===== config.mk =====
export PLATFORM = sky130hd
export DESIGN_NAME = tape_input
export DESIGN_NICKNAME = d
export VERILOG_FILES = /design/src/rtl/tape_input.sv
export SDC_FILE = /design/constraint.sdc
export NUM_CORES = 1
export LEC_CHECK = 0
export CORE_UTILIZATION = 52
export CTS_CLUSTER_SIZE = 14
export DETAILED_ROUTE_END_ITERATION = 6
export PLACE_DENSITY_LB_ADDON = 0.2
export SYNTH_ARGS = -nofsm -noshare
export SYNTH_HDL_FRONTEND = slang
export SYNTH_SLANG_ARGS = --single-unit

===== constraint.sdc =====
create_clock -name clk_cpu -period 4.9 [get_ports clk_cpu]
set_input_delay 0.735 -clock clk_cpu [delete_from_list [all_inputs] [get_ports clk_cpu]]
set_output_delay 0.735 -clock clk_cpu [all_outputs]
set_load 0.01 [all_outputs]

===== src/rtl/tape_input.sv =====
// Cassette input front end: synchronises and deglitches the squared tape signal,
// then times the gap between accepted edges and hands each result to the CPU.
`timescale 1ns/1ps
module tape_input #(
    parameter int SYNC_STAGES = 2,
    parameter int FILT_LEN    = 8,
    parameter int CNT_WIDTH   = 16,
    parameter int TIMEOUT     = 4000,
    parameter int THRESHOLD   = 900
) (
    input  logic                 clk_cpu,
    input  logic                 rst_n,
    input  logic                 tape_in,
    input  logic                 ack,
    output logic                 tape_level,
    output logic                 edge_stb,
    output logic [CNT_WIDTH-1:0] half_period,
    output logic                 tape_bit,
    output logic                 ready,
    output logic                 overrun,
    output logic                 timeout,
    output logic                 active
);

    localparam int FW = (FILT_LEN > 1) ? $clog2(FILT_LEN) : 1;
    localparam logic [FW-1:0]        LP_FMAX    = FW'(FILT_LEN - 1);
    localparam logic [CNT_WIDTH-1:0] LP_TIMEOUT = CNT_WIDTH'(TIMEOUT);
    localparam logic [CNT_WIDTH-1:0] LP_THRESH  = CNT_WIDTH'(THRESHOLD);
    localparam logic [CNT_WIDTH-1:0] LP_ONE     = CNT_WIDTH'(1);

    typedef enum logic {
        S_IDLE    = 1'b0,
        S_MEASURE = 1'b1
    } state_t;

    logic [SYNC_STAGES-1:0] r_sync;
    logic                   r_level;
    logic                   r_edge_stb;
    logic [FW-1:0]          r_fcnt;

    state_t                 r_state;
    state_t                 w_state_next;
    logic [CNT_WIDTH-1:0]   r_cnt;
    logic [CNT_WIDTH-1:0]   w_cnt_next;

    logic [CNT_WIDTH-1:0]   r_half_period;
    logic                   r_tape_bit;
    logic                   r_ready;
    logic                   r_overrun;
    logic                   r_timeout;

    logic                   w_s;
    logic                   w_accept;
    logic                   w_capture;
    logic                   w_timeout_evt;

    assign w_s      = r_sync[SYNC_STAGES-1];
    assign w_accept = (w_s != r_level) && (r_fcnt == LP_FMAX);

    // Level only flips after FILT_LEN consecutive samples disagree with it.
    always_ff @(posedge clk_cpu) begin
        if (!rst_n) begin
            r_sync     <= '0;
            r_level    <= 1'b0;
            r_edge_stb <= 1'b0;
            r_fcnt     <= '0;
        end else begin
            r_sync     <= {r_sync[SYNC_STAGES-2:0], tape_in};
            r_edge_stb <= w_accept;
            if (w_s == r_level) begin
                r_fcnt <= '0;
            end else if (w_accept) begin
                r_fcnt  <= '0;
                r_level <= ~r_level;
            end else begin
                r_fcnt <= r_fcnt + 1'b1;
            end
        end
    end

    always_ff @(posedge clk_cpu) begin
        if (!rst_n) begin
            r_state <= S_IDLE;
            r_cnt   <= '0;
        end else begin
            r_state <= w_state_next;
            r_cnt   <= w_cnt_next;
        end
    end

    // cnt restarts at 1 on an edge so the captured value equals the edge-to-edge clock count.
    always_comb begin
        w_state_next  = r_state;
        w_cnt_next    = r_cnt;
        w_capture     = 1'b0;
        w_timeout_evt = 1'b0;
        case (r_state)
            S_IDLE: begin
                w_cnt_next = '0;
                if (w_accept) begin
                    w_state_next = S_MEASURE;
                    w_cnt_next   = LP_ONE;
                end
            end
            S_MEASURE: begin
                if (w_accept) begin
                    w_capture  = 1'b1;
                    w_cnt_next = LP_ONE;
                end else if (r_cnt == LP_TIMEOUT) begin
                    w_timeout_evt = 1'b1;
                    w_state_next  = S_IDLE;
                    w_cnt_next    = '0;
                end else begin
                    w_cnt_next = r_cnt + 1'b1;
                end
            end
            default: begin
                w_state_next = S_IDLE;
                w_cnt_next   = '0;
            end
        endcase
    end

    // A fresh capture keeps ready high even when ack arrives in the same cycle.
    always_ff @(posedge clk_cpu) begin
        if (!rst_n) begin
            r_half_period <= '0;
            r_tape_bit    <= 1'b0;
            r_ready       <= 1'b0;
            r_overrun     <= 1'b0;
            r_timeout     <= 1'b0;
        end else begin
            if (w_capture) begin
                r_half_period <= r_cnt;
                r_tape_bit    <= (r_cnt > LP_THRESH);
            end
            r_ready   <= w_capture | (r_ready & ~ack);
            r_overrun <= ~ack & (r_overrun | (w_capture & r_ready));
            r_timeout <= w_timeout_evt | (r_timeout & ~ack);
        end
    end

    assign tape_level  = r_level;
    assign edge_stb    = r_edge_stb;
    assign half_period = r_half_period;
    assign tape_bit    = r_tape_bit;
    assign ready       = r_ready;
    assign overrun     = r_overrun;
    assign timeout     = r_timeout;
    assign active      = (r_state == S_MEASURE);

endmodule


=== After elaboration in Yosys (flattened, before gate mapping) ===
Index checks and enable logic that the tools add are counted.
W data, S select, Z words.

* Bits in registers: 44
* Bits of input ports: 4
* Output and inout bits: 23
* Logic and storage cells: 45

* Add/sub/neg operators: 2
* $lt $le $gt $ge: 1
* Equal/unequal tests: 4
* Mux-type cells: 12
* Bitwise logic cells: 12
* Reductions and logical operators: 3

{| class="wikitable"
|+ Operators with widths
! cell !! number
|-
| $mux W16 || 2
|-
| $pmux W16 S2 || 1
|-
| $add A16 B1 Y16 const B || 1
|-
| $eq A16 B12 Y1 const B || 1
|-
| $gt A16 B10 Y1 const B || 1
|-
| $mux W1 || 8
|-
| $not A1 Y1 || 5
|-
| $and A1 B1 Y1 || 4
|-
| $add A3 B1 Y3 const B || 1
|-
| $eq A3 B3 Y1 const B || 1
|-
| $or A1 B1 Y1 || 3
|-
| $reduce_or A3 Y1 || 1
|-
| $pmux W1 S2 || 1
|-
| $reduce_and A2 Y1 || 1
|-
| $eq A1 B1 Y1 || 1
|-
| $logic_and A1 B1 Y1 || 1
|-
| $ne A1 B1 Y1 || 1
|}

=== Depth between registers and ports, before layout ===
* Word-level depth: 7
* Gate-level depth with buffers: 8
* Gate-level depth less buffers: 6

=== Worst setup path after synthesis ===
OpenSTA, ideal clock, no wires.

* Path kind: reg2reg
* Start point: reg r_cnt[14]
* End point: reg r_cnt[10]
* Library setup time: 0.119 ns
* Arrival: 1.626 ns
* Required time: 4.781 ns
* Slack: 3.155 ns
* Stages on the path, launching flop included: 7
* Path buffers: 2
* Period minus slack after synthesis: 1.745 ns
* Cells stage by stage: dfxtp_1 > or4_4 > nor4_4 > or3_1 > buf_6 > buf_12 > nor2_4

* Word-level cells in the longest chain between the ends: 4

{| class="wikitable"
|+ RTL lines
! what !! line !! RTL
|-
| start, declared || 43 || <nowiki>logic [CNT_WIDTH-1:0] r_cnt;</nowiki>
|-
| start signal, assigned || 87 || <nowiki>r_cnt <= w_cnt_next;</nowiki>
|-
| $eq A16 B12 Y1 || 109 || <nowiki>end else if (r_cnt == LP_TIMEOUT) begin</nowiki>
|-
| $mux W16 || 109 ||
|-
| $mux W16 || 106 || <nowiki>if (w_accept) begin</nowiki>
|-
| $pmux W16 S2 || 97 || <nowiki>case (r_state)</nowiki>
|}

No other way between the ends.
A chain may end at the register's enable or synchronous reset.

==> results.txt <==
The core footprint is 3420 µm². The cell count of the worst hold path is 1, and the part of the Yosys area used for sequential elements is 46.3%. The simple-gate portion of the synthesized area came out at 27.0%. The die height was 62.5 µm. Clock period minus final worst setup slack: 2.63 ns. TritonCTS built the clock tree. Uppermost metal layer occupied by signal nets: met4. The tree is rooted in a sky130_fd_sc_hd__clkbuf_4. The number of buffers inserted for hold repair after clock tree synthesis came out at 0. Summing all non-filler instances in the final layout gives an area of 2220 µm².

The later pin in the worst-skew pair is clocked with a latency of 0.35 ns. The number of clock sinks is 44, and the final routed DRC violation total is 0. During synthesis, Yosys emitted a total of 0 warnings.

The logs give 28.1% for the tightest slew margin relative to the limit and 18.7% for the overall global routing resource usage. STA classifies the critical path startpoint as an input pin. The actual slew at the worst max-slew pin is 1.08 ns, and the first-pass detailed-route iteration total is 4.

The final max-slew violation count is 0, and the count of standard-cell rows is 21. Synthesis produced a netlist whose cell count is 186. After synthesis, the cell types taking the most area are sky130_fd_sc_hd__dfxtp_1 46%, sky130_fd_sc_hd__mux2i_1 8.4%, sky130_fd_sc_hd__nor2b_1 5.9%, sky130_fd_sc_hd__xnor2_1 5.5%, sky130_fd_sc_hd__nor2_4 5.3%.

The xor/xnor share of the synthesized area came out at 6.90%. In this run the horizontal extent of the chip is 62.5 µm. For this block, wires on met1 add up to 1620 µm.

Adder and majority cell fraction of the synthesized area: 2.63%. The worst path uses 53.6% of the clock period. Across all layers, the routed design uses 1319 vias. The tools report the endpoint arrival time on the critical path as 2.91 ns.

Summed over all instances, the cell type with the most area after synthesis is sky130_fd_sc_hd__dfxtp_1. In the detailed route, the total length drawn on met3 is 92 µm. In the final layout, the share of cells above drive strength 1 is 8.65%. Final hold analysis gives a worst-case slack of 0.444 ns. By area, the combinational part of the netlist is dominated by simple AND/OR/NAND/NOR gates. Setup violations remaining at the end of the flow were counted as 0. The mean area per synthesized cell is 10.2 µm². The first global-routing pass estimated 5780 µm of wire. The final wirelength was 3310 µm. For the worst flop-to-flop path, the logic depth is 4.

The worst setup path is captured at a flop. The setup TNS was 0 ns. The synthesized netlist occupies a cell area of 1900 µm². The number of global-route vias before repair came out at 1266. The number of input and output port buffers inserted is 26. The run gives 194 as the net count of the mapped netlist.

For the number of maximum-capacitance constraint violations, the log shows 0. The post-synthesis register bit count works out to 44. In this run the most critical hold path is launched from r_sync[0]. The run finished with clean final reports.

For the I/O pin total, the log shows 27. The run gives 279 as the number of fillers in the final layout. Setup repair after global routing left no endpoint under its margin. The tools report the area after detailed placement as 2150 µm².

The worst setup path is of the input pin to flop kind. The tools report the final setup skew as 0.0138 ns. Average wire length per cell after detail routing: 13.0 µm. The run gives 0.850 as the final weighted congestion of routability-driven global placement. The tools report the clock buffer count from CTS as 5. The critical path starts at rst_n. Dividing the detail-routed via count by the number of cells gives 5.19. Required arrival time at the worst endpoint: 5.18 ns.

The run gives 381 MHz as the fmax. Summed over all cells, the static leakage comes to 0.000662 µW. For this configuration, the core starts out at a cell density of 55.7%.

CTS clock-pin slew for the worst setup and hold paths: 0.12 ns. After synthesis, the share of cell area in mux cells is 8.42%. The repair_antennas step left the layout with diodes totalling 0.

Detailed routing placed a total of 1560 µm of wire on met2. The H-tree was split into 2 levels. The highest fanout seen on the critical path is 26, and the worst vdd rail ir drop is 0.000157 V. In this run, post-CTS repair resized a total of 0 instances. For the sum of overflow across all layers after global routing, the log shows 0. The tightest min-delay check is of the flop to flop type. Summed over all nets, the half-perimeter wirelength after detailed placement is 2370 µm.

The run gives 0 as the count of antenna-violating nets left after detailed routing. The post-synthesis to final-layout area growth is 16.7%. The startpoint identified for the worst register-to-register timing path is r_cnt[14]. Dividing total power by cell area gives a power density of 259 nW/µm².

Yosys mapped the design onto 35 distinct sky130hd cell types. The run gives 0 as the number of endpoints with negative hold slack in the final report. Initial antenna violation count: 0.

The fraction of synthesized cell area taken by the top area cell type works out to 46.3%. The first routing iteration left 31 violations. The clock passes through at most 2 buffers. Entering global routing, the biggest net connects 27 pins. The share of the synthesized area in compound gates (AO/OA/AOI/OAI) is 3.62%, and the final net count is 217. Buffers added to address setup during post-CTS repair amount to 0. The die covers 3910 µm².
synthesized netlist by cell type:
library cell	n
sky130_fd_sc_hd__nand3b_1	1
sky130_fd_sc_hd__o2111ai_1	1
sky130_fd_sc_hd__o31ai_1	2
sky130_fd_sc_hd__buf_2	5
sky130_fd_sc_hd__clkbuf_1	3
sky130_fd_sc_hd__xor2_1	3
sky130_fd_sc_hd__ha_1	4
sky130_fd_sc_hd__nor2b_1	18
sky130_fd_sc_hd__and3b_1	1
sky130_fd_sc_hd__a21boi_0	2
sky130_fd_sc_hd__nor2_2	1
sky130_fd_sc_hd__or4_4	1
sky130_fd_sc_hd__a21oi_1	3
sky130_fd_sc_hd__nor4_4	1
sky130_fd_sc_hd__nand2b_1	2
sky130_fd_sc_hd__nand2_1	6
sky130_fd_sc_hd__xnor2_1	12
sky130_fd_sc_hd__and3_1	1
sky130_fd_sc_hd__o21ai_0	3
sky130_fd_sc_hd__nand4b_1	1
sky130_fd_sc_hd__buf_6	1
sky130_fd_sc_hd__or3_1	3
sky130_fd_sc_hd__nor2_1	7
sky130_fd_sc_hd__mux2i_1	16
sky130_fd_sc_hd__dfxtp_1	44
sky130_fd_sc_hd__buf_12	1
sky130_fd_sc_hd__nor3_1	5
sky130_fd_sc_hd__or4_1	1
sky130_fd_sc_hd__nand4_1	4
sky130_fd_sc_hd__and2_1	5
sky130_fd_sc_hd__nor3b_1	1
sky130_fd_sc_hd__nor4_1	3
sky130_fd_sc_hd__nor2_4	9
sky130_fd_sc_hd__nand3_1	7
sky130_fd_sc_hd__inv_1	8
where the power goes:
part / switching (µW) / internal, µW / leakage (µW)
clock network: 106 / 102 / 0.0000371
logic: 3.35 / 5.28 / 0.000270
registers: 0.331 / 359 / 0.000355
total: 110 / 466 / 0.000662
layout by cell type (no fill, tap or decap):
master / netlist / routed
sky130_fd_sc_hd__nand4_1: 4 / 4
sky130_fd_sc_hd__nand3_1: 7 / 7
sky130_fd_sc_hd__a21oi_1: 3 / 3
sky130_fd_sc_hd__and3_1: 1 / 1
sky130_fd_sc_hd__ha_1: 4 / 4
sky130_fd_sc_hd__nand3b_1: 1 / 1
sky130_fd_sc_hd__nor3_1: 5 / 5
sky130_fd_sc_hd__mux2i_1: 16 / 16
sky130_fd_sc_hd__nor2b_1: 18 / 18
sky130_fd_sc_hd__o2111ai_1: 1 / 1
sky130_fd_sc_hd__and3b_1: 1 / 1
sky130_fd_sc_hd__nor2_4: 9 / 9
sky130_fd_sc_hd__a21boi_0: 2 / 2
sky130_fd_sc_hd__nor2_2: 1 / 1
sky130_fd_sc_hd__nand2_1: 6 / 6
sky130_fd_sc_hd__or4_4: 1 / 1
sky130_fd_sc_hd__bufinv_16: 0 / 1
sky130_fd_sc_hd__o31ai_1: 2 / 2
sky130_fd_sc_hd__clkbuf_4: 0 / 5
sky130_fd_sc_hd__nor4_4: 1 / 1
sky130_fd_sc_hd__or3_1: 3 / 3
sky130_fd_sc_hd__nor4_1: 3 / 3
sky130_fd_sc_hd__or4_1: 1 / 1
sky130_fd_sc_hd__xor2_1: 3 / 3
sky130_fd_sc_hd__and2_1: 5 / 5
sky130_fd_sc_hd__nand2b_1: 2 / 2
sky130_fd_sc_hd__nor3b_1: 1 / 1
sky130_fd_sc_hd__inv_1: 8 / 8
sky130_fd_sc_hd__o21ai_0: 3 / 3
sky130_fd_sc_hd__dfxtp_1: 44 / 44
sky130_fd_sc_hd__nand4b_1: 1 / 1
sky130_fd_sc_hd__nor2_1: 7 / 7
sky130_fd_sc_hd__xnor2_1: 12 / 12
sky130_fd_sc_hd__clkdlybuf4s50_1: 0 / 26
stage by stage:
stage | instances | util [%] | setup WS (ns) | total power (µW)
2_1_floorplan | 186 | - | 3.15 | 372
3_3_place_gp | 248 | 63.0 | 1.97 | 375
3_5_place_dp | 248 | 63.0 | 1.89 | 376
4_1_cts | 254 | 65.0 | 2.24 | 582
5_1_grt | 254 | 65.0 | 2.12 | 599
6_report | 254 | 65.0 | 2.27 | 576
final timing paths:
path                                  end  slack (ns)
worst min-delay path            r_sync[1]        0.44
worst max register to register   r_cnt[5]        2.49
worst max-delay path            r_cnt[15]        2.27
worst min register to register  r_sync[1]        0.44
critical path: stages:
cell	delay (ns)
sky130_fd_sc_hd__clkdlybuf4s50_1	0.90
sky130_fd_sc_hd__nand2_1	0.18
sky130_fd_sc_hd__or3_1	0.82
sky130_fd_sc_hd__a21oi_1	0.26
cell families after synthesis:
kind of cell	count (synthesis)
muxes	16
AOI/OAI and AO/OA	11
adders and majority gates	4
and+or+nand+nor	78
buffers and inverters	18
xor gates and xnor gates	15
DFF	44
final cells by class:
type | count | area (µm²) | share of cell area, %
Clock inverter | 1 | 30.0 | 1.35
Tap cell | 46 | 57.6 | 2.59
Timing Repair Buffer | 26 | 260 | 11.7
Multi-Input combinational cell | 124 | 925 | 41.6
Inverter | 8 | 30.0 | 1.35
Clock buffer | 5 | 37.5 | 1.69
Sequential cell | 44 | 881 | 39.7
state kept, by name, indices dropped and copies added, names as in the netlist, 2 cells and up:
register,flops
half_period,16
r_cnt,16
r_fcnt,3
r_sync,2
metal layers:
layer / up-vias / GRT usage, %
met5: - / 0
li1: 667 / -
met4: 0 / 5.23
met1: 624 / 23.5
met3: 5 / 5.47
met2: 23 / 30.8
(Power assumes the default switching activity.)
==> edit 1 (same settings) <==
Reset style: asynchronous (`rst_n`), changed in 3 clocked blocks.
--- a/src/rtl/tape_input.sv
+++ b/src/rtl/tape_input.sv
@@ -58,7 +58,7 @@
     assign w_accept = (w_s != r_level) && (r_fcnt == LP_FMAX);
 
     // Level only flips after FILT_LEN consecutive samples disagree with it.
-    always_ff @(posedge clk_cpu) begin
+    always_ff @(posedge clk_cpu or negedge rst_n) begin
         if (!rst_n) begin
             r_sync     <= '0;
             r_level    <= 1'b0;
@@ -78,7 +78,7 @@
         end
     end
 
-    always_ff @(posedge clk_cpu) begin
+    always_ff @(posedge clk_cpu or negedge rst_n) begin
         if (!rst_n) begin
             r_state <= S_IDLE;
             r_cnt   <= '0;
@@ -122,7 +122,7 @@
     end
 
     // A fresh capture keeps ready high even when ack arrives in the same cycle.
-    always_ff @(posedge clk_cpu) begin
+    always_ff @(posedge clk_cpu or negedge rst_n) begin
         if (!rst_n) begin
             r_half_period <= '0;
             r_tape_bit    <= 1'b0;
Formal check against the unedited RTL: no difference found for any inputs over 10 cycles, from zero or initial values and one cycle with rst_n low; that may be too few to reach the edited logic, so the function may still have changed.
==> edit 1 against the unedited design <==
  * Critical path depth down 3
  * Wire length up 3.2%
  * Core utilization up 0.99 points
  * Sequential cell count unchanged
  * Area after synthesis down 0.79%
  * Final area up 1.5%
  * Register-to-register slack better by 0.32 ns
  * Worst setup slack better by 0.53 ns
  * Via count down 6.7%
Power is not compared: it rests on default switching activity, and its combinational part moved more than twofold at a synthesized area within 25%.
==> edit 1: results (changes against the unedited design) <==
Outcome:
- The run finished with clean final reports.

Drt:
- The initial DRC count is 42 (+35%).
- The routed via count is 1231 (-6.7%).
- The wire length per cell is 14.8 um (+13%).

Worst setup path:
- The maximum single-stage delay on the critical path came to 0.57 ns (-0.33 ns).
- The cell class contributing the biggest share of worst-path delay is buffers and inverters.
- The destination of the worst register-to-register timing path is half_period[13].
- The worst path arrival time is 1.36 ns (-1.55 ns).
- Following the worst setup path forward leads to its endpoint at active.
- The maximum fanout count along the critical path is 5 (-81%).
- The most critical setup path has its startpoint at active.

GRT:
- The first-pass GRT wire length came to 6.08 mm (+5.1%).
- The total routing resource utilization after global routing is 20.4% (+1.7 points).
- The via count of the first global-routing pass came to 1284 (+1.4%).
- The largest net degree at the start of global routing is 45 (+67%).

Logic synthesis:
- In the post-synthesis netlist, the biggest area contributors are sky130_fd_sc_hd__dfrtp_1, sky130_fd_sc_hd__mux2_2, sky130_fd_sc_hd__xnor2_1, sky130_fd_sc_hd__nor2_1, sky130_fd_sc_hd__ha_1.
- The share of synthesized area occupied by flip-flops and latches is 58.3% (+12 points).
- The count of mapped cells out of synthesis is 157 (-16%).

Placement:
- The standard cell area after detailed placement was 2170 um2 (+0.99%).
- The half-perimeter wire length after placement came to 2.35 mm (-0.87%).
- The weighted congestion reported at the end of routability-driven placement was 0.792 (-6.8%).
- The number of cells in the design after placement is 223 (-10%).

Finish:
- The non-filler instance count after layout is 231 (-9.1%).
- The sequential cell area in the final layout is 1100 um2 (+25%).
- The fill cell total of the finished layout is 277 (-0.72%).
- The proportion of layout cells with a drive suffix above 1 is 16.8% (+8.1 points).
- The multi-input combinational cell count was 99 (-20%).
- The number of nets in the layout is 192 (-12%).
- The multi-input logic portion of the cell area is 32.4% (-9.2 points).
- The clock network area share is 3.55% (+0.51 points).
- The layout overhead on the synthesized area is 19.4%.
- The buffer share of cell area is 11.3% (-0.40 points).

Timing:
- The final critical-path setup slack was 2.80 ns (+0.528 ns).
- The worst max-slew margin expressed relative to the limit is 37.7% (+9.5 points).
- The tightest hold margin is 0.373 ns (-0.0710 ns).
- The final clock skew is 0.0142 ns (+0.000446 ns).

Hold path:
- The end point of the worst hold path is r_sync[1].
edit 1: cell count changes in the layout (fill, tap and decap cells not counted), sizes merged, moves of 4 or more:
cell   unedited run  this run
and2              5         1
dfrtp             0        44
dfxtp            44         0
mux2              0        17
mux2i            16         0
nor2b            18         0
xnor2            12         8
edit 1: per-layer routing:
metal	global-route usage (%)	wire length [um]
met5	0	0
met2	32.1	1690
met4	6.10	53
met1	27.5	1560
met3	5.70	110
edit 1: logic make-up (layout without fill, tap and decap cells):
group / count (synthesis) / in the layout / share of synthesized area (%)
adder cells (fa/ha/maj): 4 / 4 / 2.65
multiplexers: 17 / 17 / 10.1
AO/OA/AOI/OAI: 12 / 12 / 4.37
buffers and inverters: 14 / 42 / 2.98
XOR/XNOR: 13 / 13 / 6.03
flip-flops: 44 / 44 / 58.3
AND/OR/NAND/NOR: 53 / 53 / 15.5
==> edit 2 (same settings) <==
Without the edit above. Change the parameter `CNT_WIDTH` from 16 to 12.
--- a/src/rtl/tape_input.sv
+++ b/src/rtl/tape_input.sv
@@ -4,7 +4,7 @@
 module tape_input #(
     parameter int SYNC_STAGES = 2,
     parameter int FILT_LEN    = 8,
-    parameter int CNT_WIDTH   = 16,
+    parameter int CNT_WIDTH   = 12,
     parameter int TIMEOUT     = 4000,
     parameter int THRESHOLD   = 900
 ) (
Ports: changed (resized half_period); port bits go from 27 to 23. The function was not compared with the original's and may differ.
==> edit 2 against the unedited design <==
  * The flow now finishes with violations (design-rule violations)
  * Wire length shrank 0.79%
  * Via count up 0.76%
  * Total power shrank 19%
  * Sequential cell count decreased by 8
  * Area after synthesis fell by 18%
  * Synthesized cell count decreased by 10%
  * Worst setup slack improved by 0.22 ns
  * Final area is 18% lower
  * Register-to-register slack better by 0.23 ns
  * Critical path type is now register to primary output
==> edit 2: results (changes against the unedited design) <==
Outcome:
- The run finished, with violations left.
- The checks that failed: design-rule violations.

Finish:
- The proportion of layout cells with a drive suffix above 1 is 6.52% (-2.1 points).
- The number of nets in the layout is 191 (-12%).
- The non-filler instance count after layout is 215 (-15%).
- The fill cell total of the finished layout came to 250 (-10%).
- The final design utilization is 65.0% (about the same).

Worst setup path:
- The worst path arrival time was 1.67 ns (-1.24 ns).
- The library cell contributing the largest single delay on the critical path is sky130_fd_sc_hd__dfxtp_1.
- The cell class contributing the biggest share of worst-path delay is flip-flops.
- In this run the critical register-to-register path is captured at tape_bit.
- The worst setup path startpoint is active.
- The reg2reg setup slack was 2.72 ns (+0.23 ns).
- The worst setup path endpoint is active.
- The number of cells traversed by the worst register-to-register path is 5 (+1).
- The maximum single-stage delay on the critical path was 0.70 ns (-0.20 ns).

Placement:
- The weighted congestion reported at the end of routability-driven placement is 0.777 (-8.6%).
- The half-perimeter wire length after placement is 2.34 mm (-0.99%).
- The worst setup timing slack at the placement stage is 2.64 ns (+0.746 ns).
- The standard cell area after detailed placement is 1760 um2 (-18%).
- The number of port buffers is 22 (-15%).

Logic synthesis:
- The multiplexer share of the synthesized area came to 0.638% (-7.8 points).
- The parity-gate share of the synthesized area counting xor and xnor cells is 2.79% (-4.1 points).
- The number of nets in the synthesized netlist was 175 (-9.8%).
- The count of mapped cells out of synthesis was 167 (-10%).
- After synthesis, the most frequently instantiated cells are sky130_fd_sc_hd__dfxtp_1, sky130_fd_sc_hd__o31ai_1, sky130_fd_sc_hd__a21oi_1, sky130_fd_sc_hd__nand4_1, sky130_fd_sc_hd__clkbuf_1.
- The share of synthesized area occupied by flip-flops and latches was 46.0% (-0.32 points).

GRT:
- The via count of the first global-routing pass was 1229 (-2.9%).
- The first-pass GRT wire length is 5.64 mm (-2.4%).
- The total routing resource utilization after global routing is 22.4% (+3.8 points).

Timing:
- The tightest hold margin is 0.442 ns (-0.00208 ns).
- The worst max-slew margin expressed relative to the limit is 20.6% (-7.5 points).

Hold path:
- The critical hold path startpoint is r_fcnt[0].
- For hold timing, the worst endpoint is r_fcnt[0].

Drt:
- The final routed DRC violation total is 6 (+6).
- The number of iterations in the first detailed-routing pass came to 7 (+3).
- The routed via count is 1329 (+0.76%).
- The initial DRC count is 34 (+9.7%).

Clock network:
- The clock-pin slew of the registers on the worst-case setup and hold paths is 0.10 ns (-0.02 ns).

Power and ir drop:
- The static power due to leakage is 0.569 nW (-14%).
[edit 2: power breakdown]
part	internal (mW)	total, mW	switching, mW
Sequential	0.293	0.294	0.000524
Combinational	0.00321	0.00942	0.00621
Clock	0.0708	0.161	0.0899
[edit 2: final cells by class]
type	instances	share of cell area, %
tap	31	2.13
inverter	7	1.44
multi-input combinational	111	41.6
clock buffer	8	3.23
sequential	36	39.5
timing repair buffer	22	12.1
[edit 2: cells by family after synthesis]
| group | count (synthesis) |
|---|---|
| flip-flops | 36 |
| buffers and inverters | 20 |
| adder cells (fa/ha/maj) | 4 |
| AND/OR/NAND/NOR | 53 |
| XOR/XNOR | 5 |
| multiplexers | 1 |
| AO/OA/AOI/OAI | 48 |
[edit 2: metal layers]
layer | track usage, % | up-vias | wire [um]
met3 | 5.30 | 8 | 139
met5 | 0 | - | 0
met1 | 30.1 | 627 | 1530
met2 | 34.5 | 31 | 1540
met4 | 9.76 | 0 | 76
li1 | - | 663 | -
